$ cat src/rtl/hazard_unit.sv
// Load-use stall, branch flush and EX forwarding control for a 5-stage RV32I pipeline.
// Latency: control and forwarding outputs are combinational (same cycle); scoreboard advances every edge.
// Backpressure: a load-use hazard holds PC and IF/ID for one cycle and injects an ID/EX bubble.
module hazard_unit #(
  parameter int CNT_W = 32
) (
  input  logic             clk,
  input  logic             rst,
  input  logic [31:0]      INST_ID,
  input  logic             PCSel_EX,
  output logic             PC_en,
  output logic             IF_ID_en,
  output logic             IF_ID_flush,
  output logic             ID_EX_flush,
  output logic [1:0]       FwdA,
  output logic [1:0]       FwdB,
  output logic [CNT_W-1:0] stall_cnt,
  output logic [CNT_W-1:0] flush_cnt
);

  localparam logic [6:0] OP_LUI    = 7'b0110111;
  localparam logic [6:0] OP_AUIPC  = 7'b0010111;
  localparam logic [6:0] OP_JAL    = 7'b1101111;
  localparam logic [6:0] OP_R      = 7'b0110011;
  localparam logic [6:0] OP_S      = 7'b0100011;
  localparam logic [6:0] OP_B      = 7'b1100011;
  localparam logic [6:0] OP_FENCE  = 7'b0001111;
  localparam logic [6:0] OP_SYSTEM = 7'b1110011;
  localparam logic [6:0] OP_LOAD   = 7'b0000011;

  localparam logic [CNT_W-1:0] CNT_ONE = {{(CNT_W-1){1'b0}}, 1'b1};

  // ID decode
  logic [6:0] id_op;
  logic [4:0] id_rs1, id_rs2, id_rd;
  logic       id_rs1_used, id_rs2_used, id_wr, id_ld;

  // Shadow scoreboard: EX tracks ID/EX, MEM tracks EX/MEM, WB tracks MEM/WB
  logic       ex_vld_q, ex_vld_d, ex_ld_q, ex_ld_d;
  logic [4:0] ex_rd_q, ex_rd_d, ex_rs1_q, ex_rs1_d, ex_rs2_q, ex_rs2_d;
  logic       ex_rs1_used_q, ex_rs1_used_d, ex_rs2_used_q, ex_rs2_used_d;
  logic       mem_vld_q, mem_ld_q;
  logic [4:0] mem_rd_q;
  logic       wb_vld_q, wb_ld_q;
  logic [4:0] wb_rd_q;

  logic             lu;
  logic [CNT_W-1:0] stall_cnt_q, stall_cnt_d, flush_cnt_q, flush_cnt_d;

  // Funct fields and immediates are irrelevant to hazards; MEM/WB load flags are kept for visibility only.
  logic unused_bits;
  assign unused_bits = ^{INST_ID[31:25], INST_ID[14:12], mem_ld_q, wb_ld_q};

  // Decode register usage of the instruction sitting in ID
  always_comb begin
    id_op       = INST_ID[6:0];
    id_rs1      = INST_ID[19:15];
    id_rs2      = INST_ID[24:20];
    id_rd       = INST_ID[11:7];
    id_rs1_used = !(id_op inside {OP_LUI, OP_AUIPC, OP_JAL});
    id_rs2_used = id_op inside {OP_R, OP_S, OP_B};
    id_wr       = !(id_op inside {OP_S, OP_B, OP_FENCE, OP_SYSTEM}) && (id_rd != 5'd0);
    id_ld       = (id_op == OP_LOAD);
  end

  // Hazard detection and pipeline control; a taken branch overrides a load-use stall
  always_comb begin
    lu = ex_vld_q && ex_ld_q && (ex_rd_q != 5'd0) &&
         ((id_rs1_used && (id_rs1 == ex_rd_q)) || (id_rs2_used && (id_rs2 == ex_rd_q)));
    PC_en       = 1'b1;
    IF_ID_en    = 1'b1;
    IF_ID_flush = 1'b0;
    ID_EX_flush = 1'b0;
    if (!rst) begin
      if (PCSel_EX) begin
        IF_ID_flush = 1'b1;
        ID_EX_flush = 1'b1;
      end else if (lu) begin
        PC_en       = 1'b0;
        IF_ID_en    = 1'b0;
        ID_EX_flush = 1'b1;
      end
    end
  end

  // EX operand forwarding: the younger MEM result wins over WB
  always_comb begin
    FwdA = 2'b00;
    FwdB = 2'b00;
    if (!rst) begin
      if (ex_rs1_used_q && mem_vld_q && (mem_rd_q != 5'd0) && (mem_rd_q == ex_rs1_q))
        FwdA = 2'b01;
      else if (ex_rs1_used_q && wb_vld_q && (wb_rd_q != 5'd0) && (wb_rd_q == ex_rs1_q))
        FwdA = 2'b10;
      if (ex_rs2_used_q && mem_vld_q && (mem_rd_q != 5'd0) && (mem_rd_q == ex_rs2_q))
        FwdB = 2'b01;
      else if (ex_rs2_used_q && wb_vld_q && (wb_rd_q != 5'd0) && (wb_rd_q == ex_rs2_q))
        FwdB = 2'b10;
    end
  end

  // Next EX entry: ID decode, or an empty bubble when ID/EX is flushed
  always_comb begin
    ex_vld_d      = 1'b1;
    ex_rd_d       = id_wr ? id_rd : 5'd0;
    ex_ld_d       = id_ld;
    ex_rs1_d      = id_rs1;
    ex_rs2_d      = id_rs2;
    ex_rs1_used_d = id_rs1_used;
    ex_rs2_used_d = id_rs2_used;
    if (ID_EX_flush) begin
      ex_vld_d      = 1'b0;
      ex_rd_d       = 5'd0;
      ex_ld_d       = 1'b0;
      ex_rs1_used_d = 1'b0;
      ex_rs2_used_d = 1'b0;
    end
  end

  // Saturating performance counters; a stall pre-empted by a branch is not counted
  always_comb begin
    stall_cnt_d = stall_cnt_q;
    flush_cnt_d = flush_cnt_q;
    if (lu && !PCSel_EX && (stall_cnt_q != {CNT_W{1'b1}}))
      stall_cnt_d = stall_cnt_q + CNT_ONE;
    if (PCSel_EX && (flush_cnt_q != {CNT_W{1'b1}}))
      flush_cnt_d = flush_cnt_q + CNT_ONE;
  end

  // Advance the scoreboard one stage per cycle and update counters
  always_ff @(posedge clk) begin
    if (rst) begin
      ex_vld_q      <= 1'b0;
      ex_rd_q       <= 5'd0;
      ex_ld_q       <= 1'b0;
      ex_rs1_q      <= 5'd0;
      ex_rs2_q      <= 5'd0;
      ex_rs1_used_q <= 1'b0;
      ex_rs2_used_q <= 1'b0;
      mem_vld_q     <= 1'b0;
      mem_rd_q      <= 5'd0;
      mem_ld_q      <= 1'b0;
      wb_vld_q      <= 1'b0;
      wb_rd_q       <= 5'd0;
      wb_ld_q       <= 1'b0;
      stall_cnt_q   <= '0;
      flush_cnt_q   <= '0;
    end else begin
      ex_vld_q      <= ex_vld_d;
      ex_rd_q       <= ex_rd_d;
      ex_ld_q       <= ex_ld_d;
      ex_rs1_q      <= ex_rs1_d;
      ex_rs2_q      <= ex_rs2_d;
      ex_rs1_used_q <= ex_rs1_used_d;
      ex_rs2_used_q <= ex_rs2_used_d;
      mem_vld_q     <= ex_vld_q;
      mem_rd_q      <= ex_rd_q;
      mem_ld_q      <= ex_ld_q;
      wb_vld_q      <= mem_vld_q;
      wb_rd_q       <= mem_rd_q;
      wb_ld_q       <= mem_ld_q;
      stall_cnt_q   <= stall_cnt_d;
      flush_cnt_q   <= flush_cnt_d;
    end
  end

  assign stall_cnt = stall_cnt_q;
  assign flush_cnt = flush_cnt_q;

endmodule

$ cat config.mk
export PLATFORM = sky130hd
export DESIGN_NAME = hazard_unit
export DESIGN_NICKNAME = d
export VERILOG_FILES = /design/src/rtl/hazard_unit.sv
export SDC_FILE = /design/constraint.sdc
export NUM_CORES = 1
export LEC_CHECK = 0
export CAP_MARGIN = 20
export CORE_MARGIN = 3
export CORE_UTILIZATION = 54
export CTS_CLUSTER_DIAMETER = 100
export DETAILED_ROUTE_END_ITERATION = 10
export PLACE_DENSITY = 0.95
export SLEW_MARGIN = 5
export SYNTH_ARGS = -nofsm -noshare
export SYNTH_HDL_FRONTEND = slang
export SYNTH_SLANG_ARGS = --single-unit
export TNS_END_PERCENT = 5
$ cat constraint.sdc
create_clock -name clk -period 3.8 [get_ports clk]
set_input_delay 0.57 -clock clk [delete_from_list [all_inputs] [get_ports clk]]
set_output_delay 0.57 -clock clk [all_outputs]
set_load 0.01 [all_outputs]
==> reports/results.ini, run 1 <==
[detailed_routing]
drc = 0
drt_iter0_markers = 261
wl_mm = 11.6
viasPerCell = 5.98
firstDrtPassIters = 4
postRouteAntennaNets = 0
vias = 4320
drt-wirelength-per-cell_um = 16.1

[pwr]
leakage_nw = 2.00
irDropWorstVdd_uv = 242
powerDensity_mw_per_mm2 = 315

[clock_network]
cts_htree_levels = 3
path_clk_slew_ns = 0.09
cts_tree = yes
clk_latency_ns = 0.36
clk_path_buf_depth = 2
cts_inserted_buffers = 9
clockRootBuffer = clkbuf_8
cts.sinks = 95

[synth]
synth_edf_count = 0
syn_area_per_cell_um2 = 8.58
synthesis.nets = 564
ys_seq_area_frac = 0.421
syn-cell-area_mm2 = 0.00452
synth_cell_types = 44
async_flop_share = 0
yosysWarnings = 0
ys.flop_type = dfxtp_1
synth_cells = 527
synth-seq-cells = 95

[place]
hpwl_mm = 8.47
dp.cells = 706
gp_congestion = 0.889
portBuffers = 96

[floorplan]
std_cell_rows = 32
io_pins = 107
initial_core_util = 0.570
core_mm2 = 0.00793
fp.dieH_um = 97.5
fp.dieW_um = 97.5
die-area_mm2 = 0.00950

[critical_path]
worst_setup_path_end_kind = output port
worstPathArrival_ns = 3.03
cp-start-kind = input pin
critPathKind = input pin to output port
cp_max_fo = 4
worstPathRequired_ns = 3.23

[layout]
layout-drive-gt1-share = 0.0484
final_cells = 722
fillers = 580
multi_input_area_mm2 = 0.00250
regArea_mm2 = 0.00190
area_growth_pct = 27.0
n_antenna_cell = 0
nNetsFinal = 652

[timing]
maxSlewViolCount = 0
tightest_slew_ns = 0.665
fin_crit_sh = 0.946
maxSlewHeadroom = 0.553
hold_violations = 0
tns_ns = 0
fmax_ghz = 0.278
setup_violations = 0
period_needed_ns = 3.60
rsz0062_at_grt = no
clock_skew_ns = 0.00844

[hold_path]
hold_path.class = register to register

[grt]
antenna_found_initial = 0
gr-usage-all-layers = 0.244
grt_pass1_vias = 4149
grt_start_max_net_pins = 55
grt_pass1_wl_mm = 19.4
grt_overflow = 0

[outcome]
outcome = completed

[flow_run]
maxCapViolCount = 0

==> placed cells by master, fill, tap and decap left out, types with 3 or more instances in the layout <==
cell,count
dfxtp_1,95
clkdlybuf4s50_1,95
xor2_1,49
nor2_1,48
nand3_1,37
nand2_1,30
a21oi_1,28
nor2b_1,28
nand4_1,23
o21ai_0,19
or4_1,18
or3_1,17
nor3_1,13
and3_1,13
and2_1,12
o31ai_1,11
nor4_1,9
xnor2_1,9
clkbuf_8,9
and4_1,6
buf_4,6
inv_1,4
mux2_2,4
nand4b_1,3
o211ai_1,3
==> sequential cells by signal, summed over array words and instances (netlist names) <==
signal	count
ex_rd_q	5
wb_vld_q	1
ex_ld_q	1
flush_cnt	32
ex_rs2_used_q	1
ex_rs2_q	5
ex_rs1_q	5
mem_rd_q	5
stall_cnt	32
wb_rd_q	5
ex_vld_q	1
ex_rs1_used_q	1
mem_vld_q	1
==> worst max-delay path: stages <==
cell and delay [ns]:
clkdlybuf4s50_1 0.47, nor2_2 0.16, nand4b_1 0.14, or4_4 0.58, and2_1 0.20, o21ai_1 0.18
and2_1 0.17, clkdlybuf4s50_1 0.54
==> layout make-up <==
type                            instances  share of cell area
Multi-Input combinational cell        403               0.435
Sequential cell                        95               0.331
Timing Repair Buffer                  102               0.174
Clock buffer                           10              0.0222
Tap cell                              102              0.0222
Clock inverter                          6              0.0120
Inverter                                4             0.00262
==> report_power, final <==
| group | internal [mW] | switching [mW] |
|---|---|---|
| logic | 0.0568 | 0.0543 |
| registers | 1.01 | 0.0159 |
| clock network | 0.309 | 0.362 |
| total | 1.38 | 0.433 |
==> final timing paths <==
path | cells past startpoint | slack, ns | startpoint | end
worst min register to register | 1 | 0.49 | mem_vld_q | wb_vld_q
worst max register to register | 6 | 1.34 | ex_rd_q[1] | stall_cnt[11]
worst max-delay path | 8 | 0.20 | INST_ID[3] | ID_EX_flush
worst min-delay path | 1 | 0.49 | mem_vld_q | wb_vld_q
==> timing repair <==
item,in CTS,in global routing
buffers inserted,0,0
endpoints found under the setup margin,0,1
gates resized for setup,0,1
hold buffers,0,0
==> logic make-up after synthesis <==
logic type / synth area share
multiplexers: 0.0122
buffers and inverters: 0.0280
AND/OR/NAND/NOR: 0.331
AO/OA/AOI/OAI: 0.0903
XOR/XNOR: 0.112
adder cells (fa/ha/maj): 0.00554
flip-flops: 0.421
==> cell usage after synthesis (2+ instances only) <==
cell	number	area share
dfxtp_1	95	0.42
xor2_1	49	0.095
nor2_1	48	0.040
nand3_1	37	0.041
nand2_1	30	0.025
a21oi_1	28	0.031
nor2b_1	28	0.039
nand4_1	23	0.032
o21ai_0	20	0.022
or4_1	18	0.030
clkbuf_1	17	0.014
or3_1	17	0.024
nor3_1	14	0.016
and3_1	13	0.018
and2_1	12	0.017
o31ai_1	11	0.018
nor4_1	9	0.012
xnor2_1	9	0.017
and4_1	6	0.012
buf_2	5	0.0055
inv_1	4	0.0033
mux2_2	4	0.010
nand4b_1	3	0.0058
o211ai_1	3	0.0050
a31oi_1	2	0.0028
and4b_1	2	0.0044
ha_1	2	0.0055
nand3b_1	2	0.0033
==> routing by layer <==
metal	wire length [um]	vias to the layer above	global-route usage
met2	5700	178	0.410
met1	4730	2052	0.295
met5	0	-	0
met3	888	30	0.0711
li1	-	2060	-
met4	313	0	0.0948
==> metrics by stage <==
step / power, mW / setup WS, ns / util / hold WS [ns] / instance area [um2]
2_1_floorplan: 1.10 / 1.16 / - / 0.431 / 4520
6_report: 1.81 / 0.205 / 0.724 / 0.494 / 5740
3_5_place_dp: 1.16 / 0.148 / 0.699 / 0.478 / 5540
4_1_cts: 1.82 / 0.139 / 0.724 / 0.485 / 5740
3_3_place_gp: 1.15 / 0.202 / 0.699 / 0.451 / 5540
5_1_grt: 1.87 / 0.0731 / 0.724 / 0.507 / 5740
Power figures use the tool's default switching activity.
==> run 2, diff against run 1 <==
Settings changed: RECOVER_POWER set to 25.
==> run 2 against run 1 <==
Net effect:
- the flow now finishes with violations (max-capacitance violations, max-slew violations)
- utilization about the same
- sequential share of layout area barely moved
- combinational power barely moved
- non-clock buffer count is the same
- die area stayed put
- clock-buffer cell count unchanged
- largest cell class unchanged
- power decreased by 0.10%
- final cell count is 0.14% higher
- wire length barely moved
==> reports/results.ini, run 2 (synthesis gave the netlist of run 1 again) <==
[outcome]
outcome = finished, violations left
violations = max-capacitance violations, max-slew violations

[timing]
rsz0062_at_grt = no
hold_violations = 0
tightest_slew_ns = 1.54
fmax_ghz = 0.278
maxSlewViolCount = 39
setup_violations = 0
hold_slack_ns = 0.493
clock_skew_ns = 0.00885
setup_ws_ns = 0.204
fin_crit_sh = 0.946
maxSlewHeadroom = -0.0236
tns_ns = 0
period_needed_ns = 3.60

[grt]
antenna_found_initial = 0
grt_overflow = 0
grt_pass1_wl_mm = 19.4
gr-usage-all-layers = 0.244
grt_pass1_vias = 4149
grt_start_max_net_pins = 55

[clock_network]
post_cts_buffers = 0
cts_inserted_buffers = 9
cts_htree_levels = 3
clk_latency_ns = 0.36
clockRootBuffer = clkbuf_8
cts_tree = yes
clk_path_buf_depth = 2
cts.sinks = 95
path_clk_slew_ns = 0.10

[critical_path]
worstPathRequired_ns = 3.23
worstPathArrival_ns = 3.03
r2r_end = flush_cnt[28]
reg2reg_from = flush_cnt[9]
r2r_cells = 5
cp-start-kind = input pin
r2r_slack_ns = 1.33
cp_max_fo = 4
critPathKind = input pin to output port
worst_setup_path_end_kind = output port

[pwr]
irDropWorstVdd_uv = 242
powerDensity_mw_per_mm2 = 315
power_mw = 1.81
leakage_nw = 2.06

[floorplan]
std_cell_rows = 32
fp.dieH_um = 97.5
die-area_mm2 = 0.00950
io_pins = 107
core_mm2 = 0.00793
initial_core_util = 0.570
fp.dieW_um = 97.5

[place]
gp_congestion = 0.889
portBuffers = 96
dp.cells = 706
hpwl_mm = 8.47
place_ws_ns = 0.148

[detailed_routing]
firstDrtPassIters = 4
wl_mm = 11.6
drt-wirelength-per-cell_um = 16.1
postRouteAntennaNets = 0
drt_iter0_markers = 280
vias = 4323
viasPerCell = 5.98
drc = 0

[layout]
fillers = 582
layout-drive-gt1-share = 0.0468
area_growth_pct = 26.9
regArea_mm2 = 0.00190
nNetsFinal = 652
mostFrequentLayoutCell = dfxtp_1
final_cells = 723
multi_input_area_mm2 = 0.00250
final_cell_mix = dfxtp_1, clkdlybuf4s50_1, xor2_1

[flow_run]
maxCapViolCount = 1

[hold_path]
hold_path_depth = 1
hold_path_end = wb_vld_q
hold_path.class = register to register
min_from = mem_vld_q

[run 2: final cells by class]
cell class / count / area share
Clock buffer: 10 / 0.0222
Multi-Input combinational cell: 403 / 0.435
Tap cell: 102 / 0.0222
Sequential cell: 95 / 0.332
Antenna cell: 1 / 0.000436
Clock inverter: 6 / 0.0120
Inverter: 4 / 0.00262
Timing Repair Buffer: 102 / 0.174
[run 2: what timing repair did]
item,CTS,global route
endpoints found under the setup margin,0,1
gates resized for setup,0,1
hold buffers,0,0
[run 2: how the worst max path moves through the flow]
stage	startpoint	end	slack [ns]
floorplan	INST_ID[3]	ID_EX_flush	1.16
global placement	INST_ID[1]	ID_EX_flush	0.20
global route	INST_ID[0]	ID_EX_flush	0.07
detailed placement	INST_ID[3]	ID_EX_flush	0.15
CTS	INST_ID[3]	ID_EX_flush	0.14
finish	INST_ID[3]	ID_EX_flush	0.20
[run 2: where the power goes]
group | switching (mW) | internal (mW)
sequential | 0.0159 | 1.01
combinational | 0.0546 | 0.0566
clock | 0.360 | 0.309
[run 2: routing by layer]
layer,GRT usage,vias up,share of wire
met5,0,-,0
met4,0.0948,0,0.025
met3,0.0711,28,0.079
met2,0.410,176,0.49
met1,0.295,2055,0.40
li1,-,2064,-
[run 2: critical path, cell delays in order]
cell and delay, ns:
clkdlybuf4s50_1 0.47, nor2_2 0.16, nand4b_1 0.14, or4_4 0.58
and2_1 0.20, o21ai_1 0.18, and2_1 0.17, clkdlybuf4s50_1 0.54
[run 2: per-stage QoR]
step	utilization	cell area [um2]
CTS	0.724	5740
global route	0.723	5730
floorplan	-	4520
global placement	0.699	5540
detailed placement	0.699	5540
finish	0.724	5740
==> run 3, diff against run 2 <==
Settings changed: CORE_UTILIZATION 54 to 65, DONT_BUFFER_PORTS set to 1, GPL_TIMING_DRIVEN set to 0, PLACE_DENSITY 0.95 to 0.91.
==> run 3 against run 2 <==
Net effect:
- the flow now finishes without violations
- via count decreased by 6.9%
- die area decreased by 16%
- fmax up 20%
- global-route usage up 4.2 points
- final area down 16%
- sequential cell count unchanged
- worst setup slack improved by 0.60 ns
- clock-buffer cell count up 2
- critical path type is now register to output port
- critical endpoint unchanged
- largest cell class unchanged
==> reports/results.ini, run 3 (synthesis gave the netlist of run 1 again) <==
[critical_path]
critPathKind = register to output port
critPathBufInv = 0
path_cells = xnor2_1 -> nand3_1 -> or4_4 -> and2_1 -> o21ai_0 -> and2_1
critPathTopFamily = simple AND/OR/NAND/NOR gates
cp_max_fo = 5
slowest_delay_ns = 0.46
slowest_stage = or4_4
worstPathRequired_ns = 3.23
worstPathArrival_ns = 2.42
cp-start-kind = register
worst_setup_path_end_kind = output port
cpMostUsedCell = and2_1

[outcome]
outcome = completed

[timing]
clock_skew_ns = 0.00976
tns_ns = 0
hold_slack_ns = 0.324
period_needed_ns = 2.99
maxSlewHeadroom = 0.368
rsz0062_at_grt = no
tightest_slew_ns = 0.941
maxSlewViolCount = 0
hold_violations = 0
setup_violations = 0
fin_crit_sh = 0.788
fmax_ghz = 0.334

[layout]
layout-drive-gt1-share = 0.0516
mostFrequentLayoutCell = dfxtp_1
utilization = 0.736
final_cells = 620
fillers = 480
area_growth_pct = 6.34
n_antenna_cell = 0
nNetsFinal = 575
final_cell_mix = dfxtp_1, xor2_1, nor2_1

[detailed_routing]
vias = 4026
drt_iter0_markers = 345
wl_mm = 11.1
firstDrtPassIters = 6
drc = 0
postRouteAntennaNets = 0
drt-wirelength-per-cell_um = 17.9
viasPerCell = 6.49

[clock_network]
cts.sinks = 95
cts_htree_levels = 3
clk_latency_ns = 0.37
cts-resized-gates = 0
hold_buffers = 0
clk_path_buf_depth = 2
cts_tree = yes
cts_inserted_buffers = 9
clockRootBuffer = clkbuf_8
post_cts_buffers = 0
path_clk_slew_ns = 0.08

[pwr]
irDropWorstVdd_uv = 242
powerDensity_mw_per_mm2 = 364
leakage_nw = 1.67

[place]
dp.cells = 604
gp_congestion = 0.927
portBuffers = 0
hpwl_mm = 8.15

[grt]
antenna_found_initial = 0
grt_overflow = 0
grt_pass1_vias = 3872
gr-usage-all-layers = 0.286
grt_start_max_net_pins = 15
grt_pass1_wl_mm = 17.8

[floorplan]
io_pins = 107
fp.dieH_um = 89.4
std_cell_rows = 29
fp.dieW_um = 89.4
die-area_mm2 = 0.00799
core_mm2 = 0.00653
initial_core_util = 0.692

[flow_run]
maxCapViolCount = 0

[hold_path]
hold_path.class = input pin to register

run 3: cell count changes in the layout (fill, tap and decap cells not counted), moves of 2 or more:
| cell | change |
|---|---|
| buf_2 | +4 |
| inv_6 | -2 |
| clkbuf_1 | +17 |
| clkinv_2 | +2 |
| buf_4 | -4 |
| clkdlybuf4s50_1 | -76 |
| dlygate4sd3_1 | -19 |
run 3: final cells by class:
type                    instances  area, um2  share of cell area
inverters                       4       15.0             0.00312
multi-input cells             403       2490               0.518
clock inverters                 4       45.0             0.00937
plain buffers                  25        111              0.0232
well taps                      77       96.3              0.0200
flip-flops and latches         95       1900               0.396
clock buffers                  12        145              0.0302
run 3: through the flow:
step                worst slack (ns)  power [mW]  area [um2]
CTS                            0.811        1.76        4810
floorplan                       1.16        1.10        4520
detailed placement             0.865        1.12        4620
finish                         0.807        1.75        4810
global placement               0.866        1.12        4620
global route                   0.641        1.82        4810
run 3: routing by layer:
metal  GRT usage  up-vias  share of wire  routed length (um)
li1            -     1923              -                   -
met1       0.334     1851           0.39                4360
met2       0.455      208           0.47                5260
met3       0.102       44           0.10                1120
met4       0.161        0          0.035                 385
met5           0        -              0                   0
run 3: path summary, 6_finish.rpt:
path,startpoint,end,slack [ns],depth (start not counted)
setup reg to reg,stall_cnt[0],stall_cnt[29],1.12,9
hold reg to reg,ex_vld_q,mem_vld_q,0.48,1
setup / recovery,ex_rd_q[0],ID_EX_flush,0.81,6
hold / removal,INST_ID[11],ex_rd_q[4],0.32,1
run 3: power by group:
part	switching [mW]	total, mW	internal (mW)
sequential	0.0169	1.03	1.01
combinational	0.0449	0.0762	0.0313
clock	0.330	0.649	0.319
